==> config.mk <==
export PLATFORM = sky130hd
export DESIGN_NAME = key_debounce
export DESIGN_NICKNAME = d
export VERILOG_FILES = /design/src/rtl/key_debounce.sv
export SDC_FILE = /design/constraint.sdc
export NUM_CORES = 1
export LEC_CHECK = 0
export ABC_AREA = 1
export BUFFER_PORTS_ARGS = -buffer_cell sky130_fd_sc_hd__buf_2
export CAP_MARGIN = 25
export CORE_MARGIN = 2
export CORE_UTILIZATION = 59
export CTS_CLUSTER_DIAMETER = 120
export CTS_CLUSTER_SIZE = 28
export DETAILED_ROUTE_END_ITERATION = 8
export GPL_TIMING_DRIVEN = 0
export PLACE_DENSITY = 0.76
export SKIP_CTS_REPAIR_TIMING = 1
export SLEW_MARGIN = 10
export SYNTH_ARGS = -nofsm -noshare
export SYNTH_HDL_FRONTEND = slang
export SYNTH_SLANG_ARGS = --single-unit
==> constraint.sdc <==
create_clock -name CLOCK -period 3.5 [get_ports CLOCK]
set_input_delay 0.175 -clock CLOCK [delete_from_list [all_inputs] [get_ports CLOCK]]
set_output_delay 0.175 -clock CLOCK [all_outputs]
set_load 0.005 [all_outputs]
==> src/rtl/key_debounce.sv <==
// Pushbutton conditioner: two-flop synchroniser plus a per-key stable-count debouncer.
// Outputs are a clean active-low level and one-cycle press/release pulses, all registered.
`timescale 1ns / 1ps

module key_debounce #(
    parameter int unsigned N_KEYS          = 2,
    parameter int unsigned DEBOUNCE_CYCLES = 500000
) (
    input  logic              CLOCK,
    input  logic              RESETn,
    input  logic [N_KEYS-1:0] KEY_IN,
    output logic [N_KEYS-1:0] KEY,
    output logic [N_KEYS-1:0] PRESS,
    output logic [N_KEYS-1:0] RELEASE
);

    // Counter only has to reach DEBOUNCE_CYCLES-1, so it never wraps.
    localparam int unsigned    CntW   = (DEBOUNCE_CYCLES > 1) ? $clog2(DEBOUNCE_CYCLES) : 1;
    localparam logic [CntW-1:0] CntMax = CntW'(DEBOUNCE_CYCLES - 1);
    localparam logic [CntW-1:0] CntOne = CntW'(1);

    typedef enum logic [1:0] {
        StUp,
        StFall,
        StDown,
        StRise
    } state_e;

    logic [N_KEYS-1:0] s1_q, s1_d;
    logic [N_KEYS-1:0] s2_q, s2_d;
    logic [N_KEYS-1:0] key_q, key_d;
    logic [N_KEYS-1:0] press_q, press_d;
    logic [N_KEYS-1:0] release_q, release_d;
    state_e            state_q [N_KEYS];
    state_e            state_d [N_KEYS];
    logic [CntW-1:0]   cnt_q   [N_KEYS];
    logic [CntW-1:0]   cnt_d   [N_KEYS];

    // Synchroniser: only s1 ever samples the asynchronous pins.
    always_comb begin
        s1_d = KEY_IN;
        s2_d = s1_q;
    end

    // Per-key debounce FSM: next state, counter and registered output values.
    always_comb begin
        state_d   = state_q;
        cnt_d     = cnt_q;
        key_d     = key_q;
        press_d   = '0;
        release_d = '0;
        for (int i = 0; i < N_KEYS; i++) begin
            unique case (state_q[i])
                StUp: begin
                    if (!s2_q[i]) begin
                        state_d[i] = StFall;
                        cnt_d[i]   = CntOne;
                    end else begin
                        cnt_d[i] = '0;
                    end
                end
                StFall: begin
                    if (s2_q[i]) begin
                        // Glitch shorter than the window: drop it silently.
                        state_d[i] = StUp;
                        cnt_d[i]   = '0;
                    end else if (cnt_q[i] == CntMax) begin
                        state_d[i] = StDown;
                        cnt_d[i]   = '0;
                        key_d[i]   = 1'b0;
                        press_d[i] = 1'b1;
                    end else begin
                        cnt_d[i] = cnt_q[i] + CntOne;
                    end
                end
                StDown: begin
                    if (s2_q[i]) begin
                        state_d[i] = StRise;
                        cnt_d[i]   = CntOne;
                    end else begin
                        cnt_d[i] = '0;
                    end
                end
                StRise: begin
                    if (!s2_q[i]) begin
                        state_d[i] = StDown;
                        cnt_d[i]   = '0;
                    end else if (cnt_q[i] == CntMax) begin
                        state_d[i]   = StUp;
                        cnt_d[i]     = '0;
                        key_d[i]     = 1'b1;
                        release_d[i] = 1'b1;
                    end else begin
                        cnt_d[i] = cnt_q[i] + CntOne;
                    end
                end
                default: begin
                    state_d[i] = StUp;
                    cnt_d[i]   = '0;
                end
            endcase
        end
    end

    // State registers; reset returns every channel to released with no pulses pending.
    always_ff @(posedge CLOCK or negedge RESETn) begin
        if (!RESETn) begin
            s1_q      <= '1;
            s2_q      <= '1;
            key_q     <= '1;
            press_q   <= '0;
            release_q <= '0;
            for (int i = 0; i < N_KEYS; i++) begin
                state_q[i] <= StUp;
                cnt_q[i]   <= '0;
            end
        end else begin
            s1_q      <= s1_d;
            s2_q      <= s2_d;
            key_q     <= key_d;
            press_q   <= press_d;
            release_q <= release_d;
            state_q   <= state_d;
            cnt_q     <= cnt_d;
        end
    end

    assign KEY     = key_q;
    assign PRESS   = press_q;
    assign RELEASE = release_q;

endmodule

==> results of run 1 <==
==> state kept, by name (all words and copies together), names as in the netlist, named ones only <==
signal,flops
RELEASE,2
KEY,2
PRESS,2
s2_q,2
cnt_q,38
s1_q,2
state_q,2
==> power groups by stage <==
stage	clock, W	sequential, W	combinational [W]
floorplan	0	0.000636	0.0000404
global placement	0	0.000637	0.0000621
detailed placement	0	0.000638	0.0000678
CTS	0.000366	0.000627	0.0000680
global route	0.000391	0.000629	0.0000800
finish	0.000355	0.000627	0.0000691
==> placed cells by master, fill, tap and decap left out <==
cell type,n
a21oi_1,3
a31oi_1,1
dfrtp_1,46
ha_1,2
nand4_1,5
nand2_2,1
nor3_1,13
xor2_1,17
nor2_1,83
nand2_1,87
nand3b_1,2
inv_8,1
and3_1,1
inv_1,48
clkinv_4,1
buf_12,1
dlygate4sd3_1,3
nor3b_1,1
o21bai_4,1
buf_6,2
o21bai_1,1
nor2_2,3
dfstp_2,6
nand3_1,23
xnor2_1,2
clkinvlp_4,1
buf_4,1
clkbuf_8,5
nor3_2,1
buf_2,9
nor2_4,3
nand3_2,1
o21ai_0,5
==> per-layer routing <==
| layer | vias up | global-route usage (%) | routed length (um) |
|---|---|---|---|
| met5 | - | 0 | 0 |
| met2 | 42 | 37.2 | 2550 |
| met4 | 0 | 7.34 | 95 |
| li1 | 1143 | - | - |
| met3 | 12 | 5.14 | 198 |
| met1 | 997 | 27.7 | 2240 |
==> metrics by stage <==
| stage | instances | hold WS [ns] | instance area (um2) | setup WS [ns] |
|---|---|---|---|---|
| after floorplan | 359 | -0.121 | 2740 | 2.10 |
| after global placement | 420 | 0.280 | 2850 | 1.84 |
| after detailed placement | 421 | 0.191 | 2870 | 1.82 |
| after CTS | 429 | -0.147 | 2970 | 1.80 |
| after global routing | 432 | 0.366 | 3000 | 1.69 |
| final | 432 | 0.363 | 3000 | 1.81 |
==> layout make-up <==
type	count	area, um2
tap	52	65.1
clock buffer	5	68.8
sequential	52	1310
inverter	48	180
timing repair buffer	13	95.1
fill	380	1420
clock inverter	3	27.5
buffer	3	30.0
multi-input combinational	256	1220
==> path summary, 6_finish.rpt <==
check	startpoint	endpoint	slack, ns	depth (start not counted)
max	cnt_q[0]$_DFF_PN0_	cnt_q[10]$_DFF_PN0_	1.81	7
min in group asynchronous	RESETn	cnt_q[13]$_DFF_PN0_	0.37	2
min	s1_q[1]$_DFF_PN1_	s2_q[1]$_DFF_PN1_	0.36	0
max in group asynchronous	RESETn	cnt_q[4]$_DFF_PN0_	2.58	3
min reg2reg	s1_q[1]$_DFF_PN1_	s2_q[1]$_DFF_PN1_	0.36	0
max reg2reg	cnt_q[0]$_DFF_PN0_	cnt_q[10]$_DFF_PN0_	1.81	7
==> kinds of logic (layout without fill, tap and decap cells) <==
kind of cell / after synthesis / count (layout) / synth area share [%]
AO/OA/AOI/OAI: 11 / 11 / 2.65
AND/OR/NAND/NOR: 224 / 224 / 34.9
adder cells (fa/ha/maj): 2 / 2 / 0.913
flip-flops: 52 / 52 / 47.8
buffers and inverters: 51 / 72 / 7.67
XOR/XNOR: 19 / 19 / 6.07
==> worst register-to-register path, delay by kind of cell, from the launching register on <==
| family | cells | cell delay [ns] |
|---|---|---|
| buf+inv | 1 | 0.19 |
| compound gates | 1 | 0.29 |
| simple gates | 4 | 0.51 |
| fa+ha+maj | 1 | 0.19 |
| flops | 1 | 0.41 |
==> results.toml, run 1 <==
[cells_and_area]
post-route-util_pct = 67.9
diodes = 0
final_net_count = 385
area_delta_synth_final_pct = 9.36
drive_gt1_share_pct = 9.74

[worst_setup_path]
path_buf_inv = 1
cpLargestDelayFamily = "simple AND/OR/NAND/NOR gates"
cpMaxStageDelayCell = "dfrtp_1"
critPathLaunchType = "flip-flop"
crit_arrival_ns = 1.89
crit_fanout = 10
crit_required_ns = 3.70
critical_path.max_stage_delay_ns = 0.41
crit_type = "reg2reg"
end_kind = "flip-flop"
crit_path_cell_trace = "ha_1 -> nand2_1 -> nor2_4 -> nand3_2 -> o21bai_4 -> buf_6 -> nor2_1"

[yosys]
syn_area_per_cell_um2 = 7.63
synth_top_area_cell = "dfrtp_1"
synth_area_um2 = 2740
synth-seq-cells = 52
synth_most_common_cell = "nand2_1"
ys_seq_area_share_pct = 47.8
synth_cell_type_count = 26
synthTopCellsByCount = "nand2_1, nor2_1, inv_1"
synth_edf_count = 0
synth_ff_type = "dfrtp_1"
synth_area_leaders = "dfrtp_1, nand2_1, nor2_1"
synthArstFlopShare_pct = 100
yosysTopAreaCellShare_pct = 42.0
syn_inst = 359
synth_fp_nets = 365
yosys_warnings = 0

[detailed_routing]
via_per_inst = 5.08
drc = 0
initialDrtViolationCount = 115
drt_wl_total_um = 5080
dr.pass1.iters = 4
wl_per_cell_um = 11.8
vias = 2194
antenna_left = 0

[timing]
fin_worst_skew_ns = 0.0110
finalSetupTns_ns = 0
timing.fmax_mhz = 593
maxSlewHeadroom_pct = 63.3
drv_slew = 0
period_needed_ns = 1.69
finalHoldViolCount = 0
final-setup-viol-count = 0
tightest_slew_ns = 0.551
finalCritPeriodShare_pct = 48.2
rsz0062_at_grt = "false"

[die]
die_y_um = 72.2
rows = 24
io_pins = 10
core_area_um2 = 4410
die_width_um = 72.2
dieArea_um2 = 5210
start_util_pct = 62.1

[global_route]
track_usage_pct = 21.9
antenna_found_initial = 0
grt_pass1_wl_um = 8930
grt_overflow = 0
grt_max_degree = 30
grt_pass1_vias = 2114

[clock_network]
clkLatencyLatePin_ns = 0.31
root_buffer = "clkbuf_8"
clkSinkCount = 52
h-tree-depth = 2
cts_tree = "done"
cts.path.max_buffers = 2
cts_buffers = 5
clkTransAtPathRegs_ns = 0.10

[power_and_ir_drop]
p_int_w = 0.000786
p_seq_share_pct = 59.6
combPwrFrac_pct = 6.6
ir_worst_vdd_v = 0.000276
leakage_nw = 1.31
netSwitchingFraction_pct = 25.2
total_power_w = 0.00105
pwr-share-clk_pct = 33.8
pwr_density_cell_nw_per_um2 = 351
power_switching_w = 0.000265

[placed_design]
port_buffers = 9
place_congestion = 0.892
dp_hpwl_um = 3880

[job]
drv_cap = 0

[worst_hold_path]
worstHoldPathType = "reg2reg"

[status]
outcome = "finished clean"
Note: power is estimated with default switching activity, not from simulation.
==> run 2: changes to the inputs <==
CORE_UTILIZATION = 55   (was 59)
PLACE_DENSITY = 0.75   (was 0.76)
clock period = 1.5 ns   (was 3.5 ns; I/O delays follow)
==> run 2 against run 1 <==
Effect of this change: the flow now finishes with violations (setup timing); flip-flop and latch count unchanged; cell area up 8.9%; power up 150%; register-to-register slack worse by 2.0 ns; first-iteration DRC count down 19%; largest power group unchanged; utilization up 0.72 points; worst hold slack worse by 0.086 ns; non-clock buffer count up 17; clock power rose to 2.6 times the previous value; fmax up 2.2%.
==> results.toml, run 2 (synthesis gave the netlist of run 1 again) <==
[status]
outcome = "complete, but fails checks"
violations = "setup timing"

[worst_setup_path]
rr_startpoint = "cnt_q[0]$_DFF_PN0_"
crit_fanout = 5
path_buf_inv = 2
cpLargestDelayFamily = "simple AND/OR/NAND/NOR gates"
cpMaxStageDelayCell = "dfrtp_1"
crit_required_ns = 1.71
critPathLaunchType = "flip-flop"
critical_path.max_stage_delay_ns = 0.43
crit_path_cell_trace = "ha_2 -> nand2_2 -> nor2_4 -> nand3_4 -> o21bai_4 -> buf_4 -> buf_6 -> nand2_1"
end_kind = "flip-flop"
r2r_slack_ns = -0.15
r2r_cells = 8
crit_type = "reg2reg"
crit_arrival_ns = 1.86
reg2reg_to = "state_q[0]$_DFFE_PN0P_"

[timing]
finalCritPeriodShare_pct = 110
final-setup-viol-count = 36
timing.fmax_mhz = 606
layout_setup_ws_ns = -0.149
finalSetupTns_ns = -2.45
rsz0062_at_grt = "true"
finalHoldViolCount = 0
maxSlewHeadroom_pct = 63.7
fin_worst_skew_ns = 0.00941
drv_slew = 0
tightest_slew_ns = 0.545
period_needed_ns = 1.65

[detailed_routing]
wl_per_cell_um = 12.1
antenna_left = 0
dr.pass1.iters = 4
top_layer = "met4"
vias = 2287
drt_wl_total_um = 5590
drc = 0
initialDrtViolationCount = 93
dr_wl_met3_um = 153
wl_met2_um = 2930
drt-met1-wl_um = 2410
via_per_inst = 4.93

[power_and_ir_drop]
pwr_density_cell_nw_per_um2 = 803
ir_worst_vdd_v = 0.000610
leakage_nw = 1.39

[cells_and_area]
final_net_count = 402
layout_common_cells = "nand2_1, nor2_1, inv_1"
stdcell_count = 464
diodes = 0
drive_gt1_share_pct = 17.9
largest-register = "cnt_q"
seq_area_um2 = 1310
post-route-util_pct = 68.6
fillers = 380
multi_input_area_um2 = 1320
area_delta_synth_final_pct = 19.0
final_common_cell = "nand2_1"
largest_reg_flops = 38

[die]
start_util_pct = 57.6
dieArea_um2 = 5560
die_width_um = 74.6
io_pins = 10
core_area_um2 = 4750
die_y_um = 74.6
rows = 25

[global_route]
grt_max_degree = 30
grt_pass1_wl_um = 8270
grt_overflow = 0
antenna_found_initial = 0
grt_pass1_vias = 1905
track_usage_pct = 19.8

[clock_network]
root_buffer = "clkbuf_8"
clkTransAtPathRegs_ns = 0.09
clkLatencyLatePin_ns = 0.31
cts.path.max_buffers = 2
cts_buffers = 5
clkSinkCount = 52
cts_tree = "done"
h-tree-depth = 2

[job]
drv_cap = 0

[placed_design]
port_buffers = 9
placed_cells = 436
place_congestion = 0.897
dp_hpwl_um = 3840

[worst_hold_path]
worstHoldPathType = "in2async"
==> run 2: worst max-delay path by stage <==
stage	start	to	slack (ns)	cells after the start
floorplan	cnt_q[0]$_DFF_PN0_	state_q[0]$_DFFE_PN0P_	0.1	7
CTS	cnt_q[0]$_DFF_PN0_	state_q[0]$_DFFE_PN0P_	-0.22	7
global route	cnt_q[0]$_DFF_PN0_	state_q[0]$_DFFE_PN0P_	-0.19	8
finish	cnt_q[0]$_DFF_PN0_	state_q[0]$_DFFE_PN0P_	-0.15	8
global placement	cnt_q[0]$_DFF_PN0_	state_q[0]$_DFFE_PN0P_	-0.18	7
detailed placement	cnt_q[0]$_DFF_PN0_	state_q[0]$_DFFE_PN0P_	-0.20	7
==> run 2: cell type report <==
cell class              instances  share of cell area (%)
clock inverters                 1                   0.921
multi-input cells             256                    40.4
well taps                      67                    2.57
clock buffers                   7                    2.34
repair buffers                 30                    6.87
inverters                      48                    5.60
flip-flops and latches         52                    40.2
plain buffers                   3                    1.15
==> run 2: metrics by stage <==
| stage | hold WS (ns) | cell area [um2] | power [W] | setup slack (ns) |
|---|---|---|---|---|
| floorplan | -0.221 | 2740 | 0.00158 | 0.0960 |
| global placement | 0.180 | 2870 | 0.00163 | -0.177 |
| detailed placement | 0.0909 | 2890 | 0.00165 | -0.204 |
| CTS | -0.247 | 3000 | 0.00259 | -0.218 |
| global route | 0.323 | 3260 | 0.00273 | -0.189 |
| finish | 0.277 | 3260 | 0.00262 | -0.149 |
==> run 2: layer usage <==
metal  GRT usage (%)  vias to the layer above
met5               0                        -
met4            5.75                        0
met3            5.28                        9
met2            34.4                       35
met1            24.2                     1068
li1                -                     1175
==> run 2: where the power goes <==
group	internal [W]	leakage [nW]	switching, W
combinational	0.0000949	0.645	0.000118
sequential	0.00143	0.694	0.0000312
clock	0.000500	0.0524	0.000440
